### src/rtl/spike_window_classifier_if.sv
// Handshake/result bundle between a spike window classifier and its driver/consumer.
// Instances must use the same N_NEURONS and CNT_W as the classifier they connect to.
interface spike_window_classifier_if #(
  parameter int N_NEURONS = 2,
  parameter int CNT_W     = 8,
  parameter int IDX_W     = $clog2(N_NEURONS)
);
  logic                 start;
  logic                 clear;
  logic [N_NEURONS-1:0] spike_in;
  logic                 busy;
  logic                 result_valid;
  logic                 result_ready;
  logic [IDX_W-1:0]     winner_idx;
  logic [CNT_W-1:0]     winner_cnt;
  logic                 tie;
  logic                 no_spike;

  modport master (
    output start, clear, spike_in, result_ready,
    input  busy, result_valid, winner_idx, winner_cnt, tie, no_spike
  );
  modport slave (
    input  start, clear, spike_in, result_ready,
    output busy, result_valid, winner_idx, winner_cnt, tie, no_spike
  );
endinterface

### src/rtl/spike_window_classifier.sv
// Counts spikes per neuron over a fixed window, then runs a sequential argmax
// (one neuron per cycle) and presents the winner on a valid/ready handshake.
module swc_lane #(
  parameter int CNT_W = 8
) (
  input  logic             clk,
  input  logic             rst_n,
  input  logic             zero,
  input  logic             en,
  input  logic             spike,
  output logic [CNT_W-1:0] cnt
);
  always_ff @(posedge clk or negedge rst_n) begin
    if (!rst_n)                                        cnt <= '0;
    else if (zero)                                     cnt <= '0;
    else if (en && spike && (cnt != {CNT_W{1'b1}}))    cnt <= cnt + CNT_W'(1);
  end
endmodule

module spike_window_classifier #(
  parameter int N_NEURONS = 2,
  parameter int WINDOW    = 64,
  parameter int CNT_W     = 8
) (
  input logic                    clk,
  input logic                    rst_n,
  spike_window_classifier_if.slave bus
);
  localparam int IDX_W = $clog2(N_NEURONS);
  localparam int WIN_W = $clog2(WINDOW + 1);

  typedef enum logic [1:0] {IDLE, COUNT, COMPARE, HOLD} state_t;
  state_t state, nstate;

  logic [N_NEURONS-1:0][CNT_W-1:0] cnt;
  logic [WIN_W-1:0]                wcnt;
  logic [IDX_W-1:0]                ci, best_idx, nb_idx;
  logic [CNT_W-1:0]                best_cnt, nb_cnt, cur;
  logic                            best_tie, nb_tie;
  logic                            zero, en, last_win, last_n, finish;
  logic                            rvalid, r_tie, r_ns;
  logic [IDX_W-1:0]                r_idx;
  logic [CNT_W-1:0]                r_cnt;

  assign zero     = bus.clear | ((state == IDLE) & bus.start);
  assign en       = (state == COUNT);
  assign last_win = (wcnt == WIN_W'(WINDOW - 1));
  assign last_n   = (ci == IDX_W'(N_NEURONS - 1));
  assign finish   = (state == COMPARE) & last_n & ~bus.clear;

  genvar g;
  generate
    for (g = 0; g < N_NEURONS; g++) begin : g_lane
      swc_lane #(.CNT_W(CNT_W)) u_lane (
        .clk(clk), .rst_n(rst_n), .zero(zero), .en(en),
        .spike(bus.spike_in[g]), .cnt(cnt[g])
      );
    end
  endgenerate

  always_ff @(posedge clk or negedge rst_n) begin
    if (!rst_n) state <= IDLE;
    else        state <= nstate;
  end

  always_comb begin
    nstate = state;
    if (bus.clear) nstate = IDLE;
    else begin
      case (state)
        IDLE:    if (bus.start)        nstate = COUNT;
        COUNT:   if (last_win)         nstate = COMPARE;
        COMPARE: if (last_n)           nstate = HOLD;
        HOLD:    if (bus.result_ready) nstate = IDLE;
        default:                       nstate = IDLE;
      endcase
    end
  end

  // Running argmax step; equal counts keep the lower index and flag a tie.
  always_comb begin
    cur    = cnt[ci];
    nb_cnt = best_cnt;
    nb_idx = best_idx;
    nb_tie = best_tie;
    if (ci == '0) begin
      nb_cnt = cur;
      nb_idx = '0;
      nb_tie = 1'b0;
    end else if (cur > best_cnt) begin
      nb_cnt = cur;
      nb_idx = ci;
      nb_tie = 1'b0;
    end else if (cur == best_cnt) begin
      nb_tie = 1'b1;
    end
  end

  always_ff @(posedge clk or negedge rst_n) begin
    if (!rst_n) begin
      wcnt     <= '0;
      ci       <= '0;
      best_cnt <= '0;
      best_idx <= '0;
      best_tie <= 1'b0;
    end else begin
      wcnt <= (state == COUNT && !last_win) ? wcnt + WIN_W'(1) : '0;
      ci   <= (state == COMPARE && !last_n) ? ci + IDX_W'(1) : '0;
      if (state == COMPARE) begin
        best_cnt <= nb_cnt;
        best_idx <= nb_idx;
        best_tie <= nb_tie;
      end
    end
  end

  // Result fields only change when a comparison completes; clear drops valid only.
  always_ff @(posedge clk or negedge rst_n) begin
    if (!rst_n) begin
      rvalid <= 1'b0;
      r_idx  <= '0;
      r_cnt  <= '0;
      r_tie  <= 1'b0;
      r_ns   <= 1'b0;
    end else begin
      if (bus.clear)                                rvalid <= 1'b0;
      else if (finish)                              rvalid <= 1'b1;
      else if (state == HOLD && bus.result_ready)   rvalid <= 1'b0;
      if (finish) begin
        r_cnt <= nb_cnt;
        r_ns  <= (nb_cnt == '0);
        r_idx <= (nb_cnt == '0) ? '0 : nb_idx;
        r_tie <= (nb_cnt == '0) ? 1'b0 : nb_tie;
      end
    end
  end

  assign bus.busy         = (state == COUNT) || (state == COMPARE);
  assign bus.result_valid = rvalid;
  assign bus.winner_idx   = r_idx;
  assign bus.winner_cnt   = r_cnt;
  assign bus.tie          = r_tie;
  assign bus.no_spike     = r_ns;
endmodule

### src/flat_wrapper.sv
// flat-port wrapper written by rule: the top's interface ports become plain ports
module spike_window_classifier_flat 
#(
  parameter int N_NEURONS = 2,
  parameter int WINDOW    = 64,
  parameter int CNT_W     = 8
)
  (clk, rst_n, bus_start, bus_clear, bus_spike_in, bus_result_ready, bus_busy, bus_result_valid, bus_winner_idx, bus_winner_cnt, bus_tie, bus_no_spike);
  spike_window_classifier_if #(.N_NEURONS(N_NEURONS), .CNT_W(CNT_W)) bus_i ();
  input logic clk;
  input logic rst_n;
  input wire logic [$bits(bus_i.start)-1:0] bus_start;
  input wire logic [$bits(bus_i.clear)-1:0] bus_clear;
  input wire logic [$bits(bus_i.spike_in)-1:0] bus_spike_in;
  input wire logic [$bits(bus_i.result_ready)-1:0] bus_result_ready;
  output wire logic [$bits(bus_i.busy)-1:0] bus_busy;
  output wire logic [$bits(bus_i.result_valid)-1:0] bus_result_valid;
  output wire logic [$bits(bus_i.winner_idx)-1:0] bus_winner_idx;
  output wire logic [$bits(bus_i.winner_cnt)-1:0] bus_winner_cnt;
  output wire logic [$bits(bus_i.tie)-1:0] bus_tie;
  output wire logic [$bits(bus_i.no_spike)-1:0] bus_no_spike;
  assign bus_i.start = bus_start;
  assign bus_i.clear = bus_clear;
  assign bus_i.spike_in = bus_spike_in;
  assign bus_i.result_ready = bus_result_ready;
  assign bus_busy = bus_i.busy;
  assign bus_result_valid = bus_i.result_valid;
  assign bus_winner_idx = bus_i.winner_idx;
  assign bus_winner_cnt = bus_i.winner_cnt;
  assign bus_tie = bus_i.tie;
  assign bus_no_spike = bus_i.no_spike;
  spike_window_classifier #(.N_NEURONS(N_NEURONS), .WINDOW(WINDOW), .CNT_W(CNT_W)) u_core (.clk(clk), .rst_n(rst_n), .bus(bus_i));
endmodule
### config.mk
export PLATFORM = sky130hd
export DESIGN_NAME = spike_window_classifier_flat
export DESIGN_NICKNAME = d
export VERILOG_FILES = /design/src/rtl/spike_window_classifier_if.sv /design/src/rtl/spike_window_classifier.sv /design/src/flat_wrapper.sv
export SDC_FILE = /design/constraint.sdc
export NUM_CORES = 1
export LEC_CHECK = 0
export ABC_AREA = 1
export CORE_ASPECT_RATIO = 2
export CORE_MARGIN = 8
export CORE_UTILIZATION = 55
export DETAILED_ROUTE_END_ITERATION = 12
export PLACE_DENSITY_LB_ADDON = 0.1
export REMOVE_ABC_BUFFERS = 1
export SYNTH_ARGS = -nofsm -noshare
export SYNTH_HDL_FRONTEND = slang
export SYNTH_SLANG_ARGS = --single-unit
### constraint.sdc
create_clock -name clk -period 2.6 [get_ports clk]
set_input_delay 0.52 -clock clk [delete_from_list [all_inputs] [get_ports clk]]
set_output_delay 0.52 -clock clk [all_outputs]
set_load 0.01 [all_outputs]
[Word-level counts from Yosys, hierarchy flattened]
Cells that the tools add are included.
Word-level totals
  bits in registers: 48
  input bits: 7
  output and inout port bits: 13
Operators by class
  add/sub/neg operators: 4
  $lt $le $gt $ge: 2
  equal/unequal tests: 11
  muxes and demuxes: 26
  bitwise gates (word level): 5
  reduce and logical (&&, ||, !) cells: 16
Operator list (number)
  8-bit two-way mux: 8
  8-bit by 1-bit adder with 8-bit output, second input constant: 2
  8-bit != test, second input constant: 2
  1-bit two-way mux: 11
  2-bit two-way mux: 5
  8-bit equality test: 1
  8-bit greater-than comparator: 1
  8-bit zero test: 1
  2-bit case mux with 4 select lines: 1
  7-bit by 1-bit adder with 7-bit output, second input constant: 1
  7-bit by 6-bit equality test with 1-bit output, second input constant: 1
  1-bit logical AND: 7
  7-bit two-way mux: 1
  3-bit by 2-bit != test with 1-bit output, second input constant: 2
  3-bit != test, second input constant: 2
  2-bit equality test, second input constant: 2
  4-bit AND reduction: 1
  2-bit nonzero test: 2
  1-bit bitwise AND: 3
  3-bit nonzero test: 1
  2-bit by 1-bit equality test with 1-bit output, second input constant: 1
  1-bit zero test: 2
  2-bit zero test: 1
  1-bit by 2-bit less-than comparator with 1-bit output, second input constant: 1
  4 further kinds: 4

[Depth between registers and ports, before layout]
  depth after elaboration: 7
  gate-level depth with buffers: 20
  gate-level depth less buffers: 20

[Hierarchy]
Synthesis repeated with hierarchy kept, for this count alone.
Unflattened totals
  cell total of the unflattened synthesis: 387
  area total of the unflattened synthesis: 2877.8 sq um
By module, submodules not included
  spike_window_classifier: times used 1, cells an instance 241, area each 1844.3 sq um, sequential area each 800.8 sq um
  swc_lane: times used 2, cells an instance 73, area each 516.7 sq um, sequential area each 200.2 sq um

[Least setup slack after synthesis]
Ideal clock, no wire load.
  kind: register to register
  from: register u_core.ci
  to: register u_core.r_idx, in the netlist u_core.bus.winner_idx
  library setup time: 0.116 ns
  arrival: 2.001 ns
  slack: 0.482 ns
  cell stages (with the launch flop): 17
  period minus slack after synthesis: 2.118 ns
  path through: dfrtp_1 -> buf_2 -> nor2_1 -> a21oi_1 -> inv_1 -> ha_1 -> a21o_1 -> nor2_1 -> nand2_2 -> nand2_4 -> nand3_1 -> nand2_2 -> nand2_1 -> nor2_2 -> nand2_1 -> nand2_1 -> nand2_1
On the way
  longest elaborated chain between the ends: 7
  elaborated cells on any way between the ends: 11
Ends and longest elaborated chain
  start, declared: RTL line spike_window_classifier.sv:37  | logic [IDX_W-1:0] ci, best_idx, nb_idx;
  start signal, assigned: RTL line spike_window_classifier.sv:108  | ci <= (state == COMPARE && !last_n) ? ci + IDX_W'(1) : '0;
  8-bit two-way mux (not written as such) (2 in series): RTL line spike_window_classifier.sv:82  | cur = cnt[ci];
  8-bit greater-than comparator: RTL line spike_window_classifier.sv:90  | end else if (cur > best_cnt) begin
  8-bit two-way mux: RTL line spike_window_classifier.sv:90
  8-bit two-way mux: RTL line spike_window_classifier.sv:86  | if (ci == '0) begin
  8-bit zero test: RTL line spike_window_classifier.sv:132  | r_idx <= (nb_cnt == '0) ? '0 : nb_idx;
  1-bit two-way mux: RTL line spike_window_classifier.sv:132
  end signal, assigned: RTL line spike_window_classifier.sv:132
  end, declared: RTL line spike_window_classifier.sv:42  | logic [IDX_W-1:0] r_idx;
Parallel ways exist; a longest one is shown, timed or not. The select of a mux whose other input is x is not followed.
A chain may end at the register's enable or synchronous reset.

[Worst setup path after layout]
  from: register u_core.ci
  to: register u_core.r_tie, in the netlist u_core.bus.tie
On the way
  longest elaborated chain between the ends: 7
  elaborated cells on any way between the ends: 13
Ends and longest elaborated chain
  8-bit two-way mux (not written as such) (2 in series): RTL line spike_window_classifier.sv:82
  8-bit greater-than comparator / 8-bit equality test (equally long branches): RTL line spike_window_classifier.sv:90, spike_window_classifier.sv:94
  8-bit two-way mux / 1-bit two-way mux (equally long branches): RTL line spike_window_classifier.sv:90, spike_window_classifier.sv:94
  8-bit two-way mux / 1-bit two-way mux (equally long branches): RTL line spike_window_classifier.sv:86, spike_window_classifier.sv:90
  8-bit zero test / 1-bit two-way mux (equally long branches): RTL line spike_window_classifier.sv:133, spike_window_classifier.sv:86
  1-bit two-way mux: RTL line spike_window_classifier.sv:133  | r_tie <= (nb_cnt == '0) ? 1'b0 : nb_tie;
  end signal, assigned: RTL line spike_window_classifier.sv:133
  end, declared: RTL line spike_window_classifier.sv:41  | logic rvalid, r_tie, r_ns;
Parallel ways exist; a longest one is shown, timed or not. The select of a mux whose other input is x is not followed.

==> metrics.md <==
| Metric | Value |
|---|---|
| Status | `complete, no violations` |
| Largest net degree at the start of global routing | `26` |
| Post-Synthesis Cell Area | `0.00269 mm²` |
| Root Buffer Master | `clkbuf_8` |
| Syn Area/Cell | `around 7.8 µm²` |
| Layout Area Growth over Synthesis | `15.6%` |
| HP Class | `input port to async pin` |
| Initial antenna violation count | `0` |
| # setup viols final | `0` |
| CP Data Required Time | `~2800 ps` |
| Total power | `0.00301 W` |
| Drt pass-1 iters | `4` |
| Clk_lat worst skew | `around 300 ps` |
| WL met1 | `2360 µm` |
| Final net count | `slightly below 400` |
| Kind of end point of the critical path | `register` |
| Critical Path Source Type | `register` |
| Top delay family on crit path | `simple AND/OR/NAND/NOR gates` |
| Wire per inst | `between 10 and 15 µm` |
| Die Area | `~0.0075 mm²` |
| Final worst-path setup slack | `199 ps` |
| Via count | `about 2,300` |
| Crit-path cells | `buf_4 > a21oi_2 > inv_1 > ha_1 > nand2_1 > nand2_1 > nand2_1 > nand2_1 > nand2_1 > nand2_2 > nand2_4 > nand2_8 > nand2_1 > nand2_2 > nand2_1 > nor2_2 > nand2_1 > nand2_1 > nand2_1` |
| Synth warn | `0` |
| Row count | `36` |
| Initial drt markers | `115` |
| Final WL | `just under 6000 µm` |
| Final Critical Period | `about 2400 ps` |
| Core area | `approximately 0.0048 mm²` |
| DR vias/cell | `~5.3` |
| Met3 WL | `between 300 and 400 µm` |
| CTS sink cnt | `48` |
| Relative slew margins | `56.8%` |
| First-pass GRT wire length | `between 9000 and 10,000 µm` |
| Die Height | `approximately 110 µm` |
| Max-slew violations | `0` |
| Critical path's largest stage delay | `between 400 and 500 ps` |
| GRT Total Usage | `between 10% and 20%` |
| Post-route ant nets | `0` |
| Crit path DAT | `roughly 2600 ps` |
| Max Used Layer | `met4` |
| Vias in the first global route | `roughly 2,200` |
| Tcrit/Tclk final | `between 90% and 100%` |
| Wire length on met2 | `3000 µm` |
| Total grt overflow | `0` |
| Worst path slowest cell | `dfrtp_2` |
| Max-cap violation count | `0` |
| Setup WS pre-CTS | `~86 ps` |
| CP bufs+invs | `2` |
| Endpoints failing hold | `0` |
| Fillers | `roughly 430` |
| Worst vdd ir | `0.678 mV` |
| N_diodes | `0` |
| Sequential-to-total area share from yosys stat | `about 45%` |
| Initial Utilization | `a little under three fifths` |
| Worst-Margin Slew | `648 ps` |
| Synth cell types | `32` |
| PD cells | `slightly below 1000 mW/mm²` |
| Most used cell, CP | `nand2_1` |
| Leakage power | `about 1.5 nW` |
| Port bufs | `19` |
| CTS tree | `built` |
| Type of the worst setup path | `register to register` |
| Maximum clock rate | `around 420 MHz` |
| Synthesized instance count | `approximately 340` |
| Post-synthesis register bit count | `48` |
| Worst-path maximum fanout | `10` |
| Clock transition at path regs | `90 ps` |
| Die X | `around 65 µm` |
| Top Ports | `20` |
| Final core utilization | `between 60 and 70%` |
| DP Wirelength | `between 4000 and 5000 µm` |
| Hold buffer count at cts | `0` |
| Drt drc | `0` |
| Clock Tree Buf Depth | `2` |
| Share of cells above drive strength 1 | `11.4%` |
| Routability cong. | `between 0.8 and 0.9` |
| H-tree depth | `2` |
| Total CTS buffers | `5` |
| Setup Skew | `9.05 ps` |
## placed cells by master, fill, tap and decap left out, drive strengths merged
master and instances:
nor3 10, a211oi 2, inv 53, clkdlybuf4s50 18
nand4 3, ha 15, o21a 1, a21oi 21
nand3 23, nor4 2, nand2 86, nand3b 1
clkinv 1, clkbuf 6, a21o 1, o31ai 1
o41ai 1, xor2 3, dfrtp 48, o21ai 27
nor2 35, bufinv 1, a31oi 1, o22ai 1
buf 9
## Yosys cell counts
library cell	instances	share of area, %
o22ai_1	1	0.23
xor2_1	3	0.98
nor2_2	3	0.70
nand3_2	2	0.75
nand4_2	1	0.47
nand2_2	6	1.4
nor2_4	1	0.42
o21a_1	1	0.28
nand2_4	2	0.84
nor3_2	1	0.37
dfrtp_1	48	45
o41ai_1	1	0.33
a31oi_2	1	0.47
nand2_1	78	11
nand3b_1	1	0.28
nor2_1	31	4.3
nand3_1	21	3.9
a211oi_1	2	0.56
clkbuf_8	1	0.51
inv_1	50	7.0
nor3_1	9	1.7
a21oi_1	21	3.9
o21ai_1	1	0.19
nand4_1	2	0.47
nor4_1	2	0.47
a21o_1	1	0.28
o31ai_1	1	0.28
inv_2	3	0.42
buf_2	2	0.37
ha_1	15	7.0
o21ai_0	26	4.8
clkbuf_1	5	0.70
## report_power, final
group          leakage [nW]  internal [W]  switching [W]
combinational         0.827      0.000569       0.000889
sequential            0.646      0.000912       0.000109
clock                0.0552      0.000286       0.000244
total                  1.53       0.00177        0.00124
## path summary, 6_finish.rpt
| check | to | depth (start not counted) | slack [ps] | from |
|---|---|---|---|---|
| hold reg to reg | u_core.wcnt[0] | 1 | 470 | u_core.wcnt[0] |
| hold / removal | u_core.wcnt[4] | 1 | 230 | rst_n |
| setup / recovery | u_core.bus.tie | 19 | 200 | u_core.ci |
| max in group asynchronous | u_core.ci | 2 | 1800 | rst_n |
| min in group clk | u_core.wcnt[0] | 1 | 470 | u_core.wcnt[0] |
| setup reg to reg | u_core.bus.tie | 19 | 200 | u_core.ci |
## through the flow
stage	setup TNS (ps)	hold slack, ps	instances	area, µm²
6_report	0	228	427	3110
5_1_grt	-8.04	268	427	3110
4_1_cts	0	232	424	3060
3_5_place_dp	0	466	416	2950
3_3_place_gp	0	449	416	2950
2_1_floorplan	0	224	335	2640
## worst register-to-register path, delay by kind of cell (launching register included)
kind / cells / cell delay [ps]
AO/OA/AOI/OAI: 1 / 170
buffers and inverters: 2 / 240
AND/OR/NAND/NOR: 15 / 1140
flip-flops: 1 / 450
adder cells (fa/ha/maj): 1 / 310
## layout make-up
type | instances | area, µm² | share of cell area [%]
Multi-Input combinational cell | 234 | 1270 | 40.8
Sequential cell | 48 | 1200 | 38.7
Timing Repair Buffer | 27 | 258 | 8.30
Inverter | 53 | 199 | 6.41
Clock buffer | 6 | 72.6 | 2.34
Tap cell | 57 | 71.3 | 2.30
Clock inverter | 2 | 35.0 | 1.13
## registers in the layout, indices dropped and copies added (netlist names)
signal,cells
u_core.wcnt,7
u_core.bus.winner_cnt,8
u_core.bus.winner_idx,1
u_core.state,2
u_core.ci,1
u_core.best_cnt,8
u_core.bus.tie,1
u_core.best_tie,1
u_core.bus.no_spike,1
u_core.best_idx,1
u_core.bus.result_valid,1
u_core.g_lane.u_lane.cnt,16
## kinds of logic after synthesis
family | Yosys count | synth area share [%]
buffers and inverters | 61 | 8.99
XOR/XNOR | 3 | 0.978
AND/OR/NAND/NOR | 160 | 27.0
AO/OA/AOI/OAI | 56 | 11.4
flip-flops | 48 | 44.7
adder cells (fa/ha/maj) | 15 | 6.99
## per-layer routing
layer / vias to the layer above / track usage, %
met4: 0 / 9.68
met5: - / 0
met3: 16 / 3.51
li1: 1149 / -
met1: 1049 / 17.8
met2: 64 / 27.7
## timing repair
action,4_1_cts,5_1_grt
resized for setup,0,9
setup buffers,0,3
endpoints found under the setup margin,0,3
Power figures use the tool's default switching activity.
